<file path="src/rtl/stage_seq_pkg.sv">
// Shared encodings for the decoder stage sequencer: hub command codes, status types, root FSM states.
// Latency: n/a (constants and types only).
// Backpressure: n/a.
package stage_seq_pkg;

   // Command word, bits[2:0]; upper bits are always zero
   localparam logic [2:0] CMD_ADVANCE    = 3'd1;
   localparam logic [2:0] CMD_FINISH     = 3'd2;   // also the abort-in-spread code
   localparam logic [2:0] CMD_ABORT_SYNC = 3'd3;

   // Status word, bits[2:0] = type, bit STS_FLAG_BIT = phase flag
   localparam logic [2:0] STS_SPREAD   = 3'd5;
   localparam logic [2:0] STS_SYNC     = 3'd6;
   localparam int         STS_FLAG_BIT = 3;

   typedef enum logic [3:0] {
      ST_IDLE,
      ST_SEND_LOAD,
      ST_WAIT_SPREAD,
      ST_SEND_SYNC,
      ST_WAIT_SYNC,
      ST_SEND_GROW,
      ST_SEND_FINISH,
      ST_SEND_ABORT_SYNC,
      ST_SEND_ABORT_SPREAD
   } root_state_t;

endpackage

</file>
<file path="src/rtl/stage_cmd_broadcaster.sv">
// Broadcasts one command word to every leaf while go is high, tracking which leaves still owe a handshake.
// Latency: cmd_valid is all ones in the first go cycle; a leaf's valid drops the cycle after its handshake.
// Backpressure: each leaf stalls independently via cmd_ready; done is high in the cycle of the last handshake.
// Ports: clk/reset (async active-low); go/word from the root FSM; cmd_data/cmd_valid/cmd_ready per leaf; done.
module stage_cmd_broadcaster #(
   parameter int N_LEAVES       = 2,
   parameter int HUB_FIFO_WIDTH = 16
) (
   input  logic                               clk,
   input  logic                               reset,
   input  logic                               go,
   input  logic [HUB_FIFO_WIDTH-1:0]          word,
   output logic [N_LEAVES*HUB_FIFO_WIDTH-1:0] cmd_data,
   output logic [N_LEAVES-1:0]                cmd_valid,
   input  logic [N_LEAVES-1:0]                cmd_ready,
   output logic                               done
);

   logic                active;     // a broadcast is under way and pending is meaningful
   logic [N_LEAVES-1:0] pending;
   logic [N_LEAVES-1:0] pend_eff;

   // First cycle of a broadcast behaves as if every leaf is pending, so the
   // root can raise go and the command appears on the same cycle.
   always_comb begin
      pend_eff  = active ? pending : {N_LEAVES{1'b1}};
      cmd_valid = go ? pend_eff : '0;
      cmd_data  = go ? {N_LEAVES{word}} : '0;
      done      = go && ((pend_eff & ~cmd_ready) == '0);
   end

   always_ff @(posedge clk or negedge reset) begin
      if (!reset) begin
         active  <= 1'b0;
         pending <= '0;
      end else if (done || !go) begin
         active  <= 1'b0;
         pending <= '0;
      end else begin
         active  <= 1'b1;
         pending <= pend_eff & ~cmd_ready;
      end
   end

endmodule

</file>
<file path="src/rtl/decoder_stage_sequencer_root.sv">
// Root stage sequencer: broadcasts stage commands to N leaves, collects one status per leaf, steps spread/sync/grow.
// Latency: command issued on the edge entering SEND_*; state moves the cycle after the last handshake or status word.
// Backpressure: cmd_ready stalls the broadcast per leaf; sts_ready is low for leaves already heard from this pass.
// Ports: clk, reset (async active-low); start/busy; cmd_data/cmd_valid/cmd_ready and sts_data/sts_valid/sts_ready
//        per leaf (leaf i at slice i); result_valid, deadlock, iteration_counter, cycle_counter to the host.
// Optional: define STAGE_SEQ_TIMEOUT_EN to abort a WAIT_* phase after TIMEOUT_CYCLES cycles without full collection.
module decoder_stage_sequencer_root
   import stage_seq_pkg::*;
#(
   parameter int N_LEAVES                = 2,
   parameter int HUB_FIFO_WIDTH          = 16,
   parameter int ITERATION_COUNTER_WIDTH = 8,
   parameter int MAX_ITERATIONS          = 200,
   parameter int TIMEOUT_CYCLES          = 4096
) (
   input  logic                               clk,
   input  logic                               reset,
   input  logic                               start,
   output logic                               busy,
   output logic [N_LEAVES*HUB_FIFO_WIDTH-1:0] cmd_data,
   output logic [N_LEAVES-1:0]                cmd_valid,
   input  logic [N_LEAVES-1:0]                cmd_ready,
   input  logic [N_LEAVES*HUB_FIFO_WIDTH-1:0] sts_data,
   input  logic [N_LEAVES-1:0]                sts_valid,
   output logic [N_LEAVES-1:0]                sts_ready,
   output logic                               result_valid,
   output logic                               deadlock,
   output logic [ITERATION_COUNTER_WIDTH-1:0] iteration_counter,
   output logic [31:0]                        cycle_counter
);

   if (HUB_FIFO_WIDTH < 4 || N_LEAVES < 1 || TIMEOUT_CYCLES < 1) begin : g_bad_params
      $error("decoder_stage_sequencer_root: invalid parameter set");
   end

   root_state_t               state;
   logic [HUB_FIFO_WIDTH-1:0] cmd_word;
   logic [N_LEAVES-1:0]       received;
   logic                      flag_acc;
   logic [N_LEAVES-1:0]       rcv_nxt;
   logic                      flag_nxt;
   logic                      all_in;
   logic                      in_send;
   logic                      in_wait;
   logic                      bc_done;
   logic                      iter_cap;
   logic                      timeout_hit;
   logic [2:0]                exp_type;
   logic                      unused_sts;

   assign in_wait   = (state == ST_WAIT_SPREAD) || (state == ST_WAIT_SYNC);
   assign in_send   = state inside {ST_SEND_LOAD, ST_SEND_SYNC, ST_SEND_GROW, ST_SEND_FINISH,
                                    ST_SEND_ABORT_SYNC, ST_SEND_ABORT_SPREAD};
   assign busy      = (state != ST_IDLE);
   assign sts_ready = in_wait ? ~received : '0;
   assign exp_type  = (state == ST_WAIT_SYNC) ? STS_SYNC : STS_SPREAD;
   // Only the type and flag fields of a status word carry meaning
   assign unused_sts = ^sts_data;

   // The next grow would reach the iteration cap
   assign iter_cap = ({1'b0, iteration_counter} + 1'b1) >= (ITERATION_COUNTER_WIDTH+1)'(MAX_ITERATIONS);

   // Words of the wrong type are still popped (ready was high) but leave no trace
   always_comb begin
      rcv_nxt  = received;
      flag_nxt = flag_acc;
      for (int i = 0; i < N_LEAVES; i++) begin
         if (sts_valid[i] && sts_ready[i] &&
             sts_data[i*HUB_FIFO_WIDTH +: 3] == exp_type) begin
            rcv_nxt[i] = 1'b1;
            flag_nxt   = flag_nxt | sts_data[i*HUB_FIFO_WIDTH + STS_FLAG_BIT];
         end
      end
      all_in = in_wait && (&rcv_nxt);
   end

`ifdef STAGE_SEQ_TIMEOUT_EN
   localparam int PHASE_W = $clog2(TIMEOUT_CYCLES + 1);
   logic [PHASE_W-1:0] phase_cnt;

   // Counts wait cycles that did not complete a collection; holds across a spread re-collect
   always_ff @(posedge clk or negedge reset) begin
      if (!reset)        phase_cnt <= '0;
      else if (!in_wait) phase_cnt <= '0;
      else if (!all_in)  phase_cnt <= phase_cnt + 1'b1;
   end

   assign timeout_hit = in_wait && !all_in && (phase_cnt == PHASE_W'(TIMEOUT_CYCLES - 1));
`else
   assign timeout_hit = 1'b0;
`endif

   stage_cmd_broadcaster #(
      .N_LEAVES       (N_LEAVES),
      .HUB_FIFO_WIDTH (HUB_FIFO_WIDTH)
   ) u_bcast (
      .clk       (clk),
      .reset     (reset),
      .go        (in_send),
      .word      (cmd_word),
      .cmd_data  (cmd_data),
      .cmd_valid (cmd_valid),
      .cmd_ready (cmd_ready),
      .done      (bc_done)
   );

   always_ff @(posedge clk or negedge reset) begin
      if (!reset) begin
         state             <= ST_IDLE;
         cmd_word          <= '0;
         received          <= '0;
         flag_acc          <= 1'b0;
         result_valid      <= 1'b0;
         deadlock          <= 1'b0;
         iteration_counter <= '0;
         cycle_counter     <= '0;
      end else begin
         result_valid <= 1'b0;
         if (state != ST_IDLE && cycle_counter != '1)
            cycle_counter <= cycle_counter + 1'b1;

         case (state)
            ST_IDLE: if (start) begin
               deadlock          <= 1'b0;
               iteration_counter <= '0;
               cycle_counter     <= 32'd1;
               cmd_word          <= HUB_FIFO_WIDTH'(CMD_ADVANCE);
               state             <= ST_SEND_LOAD;
            end
            ST_SEND_LOAD, ST_SEND_GROW: if (bc_done) state <= ST_WAIT_SPREAD;
            ST_SEND_SYNC:               if (bc_done) state <= ST_WAIT_SYNC;
            ST_SEND_FINISH: if (bc_done) begin
               state        <= ST_IDLE;
               result_valid <= 1'b1;
            end
            ST_SEND_ABORT_SYNC, ST_SEND_ABORT_SPREAD: if (bc_done) begin
               state    <= ST_IDLE;
               deadlock <= 1'b1;
            end
            ST_WAIT_SPREAD: begin
               if (all_in) begin
                  // Messages still flying: stay and collect another pass
                  if (!flag_nxt) begin
                     cmd_word <= HUB_FIFO_WIDTH'(CMD_ADVANCE);
                     state    <= ST_SEND_SYNC;
                  end
               end else if (timeout_hit) begin
                  cmd_word <= HUB_FIFO_WIDTH'(CMD_FINISH);
                  state    <= ST_SEND_ABORT_SPREAD;
               end
            end
            ST_WAIT_SYNC: begin
               if (all_in) begin
                  if (!flag_nxt) begin
                     cmd_word <= HUB_FIFO_WIDTH'(CMD_FINISH);
                     state    <= ST_SEND_FINISH;
                  end else if (iter_cap) begin
                     cmd_word <= HUB_FIFO_WIDTH'(CMD_ABORT_SYNC);
                     state    <= ST_SEND_ABORT_SYNC;
                  end else begin
                     iteration_counter <= iteration_counter + 1'b1;
                     cmd_word          <= HUB_FIFO_WIDTH'(CMD_ADVANCE);
                     state             <= ST_SEND_GROW;
                  end
               end else if (timeout_hit) begin
                  cmd_word <= HUB_FIFO_WIDTH'(CMD_ABORT_SYNC);
                  state    <= ST_SEND_ABORT_SYNC;
               end
            end
            default: state <= ST_IDLE;
         endcase

         if (!in_wait || all_in) begin
            received <= '0;
            flag_acc <= 1'b0;
         end else begin
            received <= rcv_nxt;
            flag_acc <= flag_nxt;
         end
      end
   end

endmodule

</file>
<file path="config.mk">
export PLATFORM = sky130hd
export DESIGN_NAME = decoder_stage_sequencer_root
export DESIGN_NICKNAME = d
export VERILOG_FILES = /design/src/rtl/stage_seq_pkg.sv /design/src/rtl/stage_cmd_broadcaster.sv /design/src/rtl/decoder_stage_sequencer_root.sv
export SDC_FILE = /design/constraint.sdc
export NUM_CORES = 1
export LEC_CHECK = 0
export CAP_MARGIN = 20
export CORE_MARGIN = 4
export CORE_UTILIZATION = 41
export DETAILED_ROUTE_END_ITERATION = 8
export PLACE_DENSITY = 0.77
export RECOVER_POWER = 50
export SLEW_MARGIN = 20
export SYNTH_ARGS = -nofsm -noshare
export SYNTH_HDL_FRONTEND = slang
export SYNTH_SLANG_ARGS = --single-unit
</file>
<file path="constraint.sdc">
create_clock -name clk -period 2.3 [get_ports clk]
set_input_delay 0.23 -clock clk [delete_from_list [all_inputs] [get_ports clk]]
set_output_delay 0.23 -clock clk [all_outputs]
set_load 0.01 [all_outputs]
</file>
==> out/metrics.cfg <==
[floorplan]
design.portCount = 118
std_cell_rows = 32
fp.dieW_um = 98.5
starting_density_pct = 42.7
die_area_sq_mm = 0.00969
die_height_um = 98.5
placeable_core_region_sq_mm = 0.00785

[placed_design]
pre_cts_slack_ns = -0.00545
place.detailed.hpwl_um = 6040
port_buffers = 65
placedCellCount = 555
place.gp.congestion = 0.880
instance_area_after_placement_sq_mm = 0.00416

[worst_setup_path]
worstRegToRegCells = 7
worst_setup_path_start_kind = register
setup.worst_path.class = reg2reg
critPathMaxFanout = 8
critical_path.endpoint_type = register
worst_ep_arrival_time_ns = 2.38
required_ns = 2.49

[detailed_routing]
route.vias.total = 2982
drtPass1Iterations = 4
vias_per_cell = 5.30
route.final.wire_length_um = 8130
count_of_routing_violations_after_the_opening_detailed_route_iteration = 100
ant_nets = 0
post_drt_wl_per_cell_um = 14.4
route.detailed.drc = 0

[clock_network]
cts_num_sinks = 53
clkSlewWorstSetupHoldPaths_ns = 0.09
ctsRootBufferMaster = sky130_fd_sc_hd__clkbuf_8
clock_tree_from_tritoncts = done
clock_latency_ns = 0.30
cts-htree-levels = 2
clk_path_buf_depth = 2
cts_buffers = 5

[yosys]
synth-seq-area-share_pct = 39.5
synth_area_leaders = sky130_fd_sc_hd__dfrtp_1 40%, sky130_fd_sc_hd__buf_4 6.7%, sky130_fd_sc_hd__nor2_1 5.1%
async_flop_share_pct = 100
synth_area_per_cell_sq_um = 8.90
post-synth-top-area-fraction_pct = 39.5
synth_top_flop_cell = sky130_fd_sc_hd__dfrtp_1
netlist-cell-type-count = 54
yosysWarningCount = 0
yosys.cell_count.top_type = sky130_fd_sc_hd__dfrtp_1
netlist_area_sq_mm = 0.00335
yosys-top-cells-count = 53 x sky130_fd_sc_hd__dfrtp_1, 46 x sky130_fd_sc_hd__nor2_1, 30 x sky130_fd_sc_hd__buf_4
post_synth_edffs = 0
syn-instance-count = 377
synth_seq_cells = 53
synth_area_leader_cell = sky130_fd_sc_hd__dfrtp_1

[final_layout]
finalNonFillerCells = 563
insertedDiodeCount = 0
layout.core_utilization_pct = 54.6
layout-area-overhead-vs-synth_pct = 27.8
post-route-cell-area_sq_mm = 0.00429
nets = 502
drive_above_1_share_pct = 13.2

[power_and_ir_drop]
worst_ir_drop_vdd_mv = 0.379
power.static_leakage_nw = 1.93
pwr_density_cell_mw_per_mm2 = 758
post-layout-total-power_mw = 3.25

[timing]
timing.final.max_slew_violations = 0
setup_viol_count_final = 0
final.hold.worst_slack_ns = 0.535
crit_share_post_route_pct = 95.4
post-route-min-period_ns = 2.19
hold_viol = 0
max_slew_margin_pct = 10.4
finalWorstSetupSlack_ns = 0.106
tightestPinTransition_ns = 1.34
max_freq_mhz = 456
finalSetupTns_ns = 0
rsz0062_at_grt = false
worst_setup_skew_after_layout_ns = 0.00608

[global_routing]
grt_usage_pct = 16.6
grt_max_degree = 54
antenna_violations_before_repair = 0
grt_first_pass_wirelength_um = 13800
grt.overflow.total = 0
first_global_vias = 2869

[run_status]
outcome = finished, final reports clean

[worst_hold_path]
worstHoldPathCells = 1
min-delay-path-class = reg2reg

[flow_run]
max-cap-violations = 0

cell usage in the layout, fill, tap and decap left out, types with 12 or more instances in the layout:
cell type	netlist	final
sky130_fd_sc_hd__o21ai_0	18	17
sky130_fd_sc_hd__nor3_1	16	16
sky130_fd_sc_hd__dfrtp_1	53	51
sky130_fd_sc_hd__xor2_1	15	14
sky130_fd_sc_hd__nand4_1	14	14
sky130_fd_sc_hd__conb_1	1	28
sky130_fd_sc_hd__inv_1	13	13
sky130_fd_sc_hd__a21oi_1	12	12
sky130_fd_sc_hd__nand3_1	18	18
sky130_fd_sc_hd__dlygate4sd3_1	0	20
sky130_fd_sc_hd__nor2_1	46	46
sky130_fd_sc_hd__buf_4	30	28
sky130_fd_sc_hd__and3_1	13	13
sky130_fd_sc_hd__nand2_1	25	25
sky130_fd_sc_hd__clkdlybuf4s50_1	0	44
metal layers:
metal / routed length (um) / global-route usage [%]
met4: 44 / 2.63
met3: 514 / 4.03
met1: 3720 / 22.8
met5: 0 / 0
met2: 3850 / 27.1
cells by family (layout without fill, tap and decap cells):
group	Yosys count	in the layout	synth area share, %
AO/OA/AOI/OAI	57	57	11.6
XOR/XNOR	23	23	6.01
adder cells (fa/ha/maj)	2	2	0.746
buffers and inverters	58	115	10.5
flip-flops	53	53	39.5
multiplexers	9	9	2.69
other	1	28	0.112
AND/OR/NAND/NOR	174	174	28.8
repair_timing:
item,CTS,global route
hold buffers,1,0
pin swaps,0,2
buffers inserted,0,0
resized for setup,1,8
setup endpoints to repair,1,13
endpoints found under the hold margin,53,0
worst max-delay path: stages (launching register included):
cell	delay, ns
sky130_fd_sc_hd__dfrtp_1	0.40
sky130_fd_sc_hd__ha_1	0.23
sky130_fd_sc_hd__or4b_2	0.62
sky130_fd_sc_hd__o21ai_2	0.13
sky130_fd_sc_hd__o32a_1	0.18
sky130_fd_sc_hd__o21ba_4	0.16
sky130_fd_sc_hd__nand3_4	0.13
sky130_fd_sc_hd__a22o_1	0.24
sequential cells by signal, indices dropped and copies added (netlist names):
signal             count
iteration_counter      8
state                  3
flag_acc               1
u_bcast.pending        2
result_valid           1
cmd_word               2
deadlock               1
u_bcast.active         1
received               2
cycle_counter         32
final cells by class:
type / instances / area [sq um]
fillers: 713 / 3560
multi-input cells: 293 / 1800
flip-flops and latches: 53 / 1330
repair buffers: 95 / 873
well taps: 102 / 128
clock buffers: 5 / 68.8
inverters: 13 / 48.8
clock inverters: 2 / 35.0
worst paths after layout:
check                           slack [ns]            startpoint              endpoint
worst max-delay path                  0.11  iteration_counter[0]  iteration_counter[0]
worst min-delay path                  0.54           cmd_word[0]           cmd_word[0]
worst max register to register        0.11  iteration_counter[0]  iteration_counter[0]
worst min register to register        0.54           cmd_word[0]           cmd_word[0]
max in group asynchronous             0.56                 reset              state[2]
min in group asynchronous             0.82                 reset     cycle_counter[13]
power by group:
group          total (mW)  leakage (nW)  internal, mW  switching, mW
Clock               0.612        0.0540         0.317          0.295
Combinational        1.48          1.16         0.683          0.800
Sequential           1.15         0.722          1.05          0.106
Total                3.25          1.93          2.05           1.20
(Power assumes the default switching activity.)
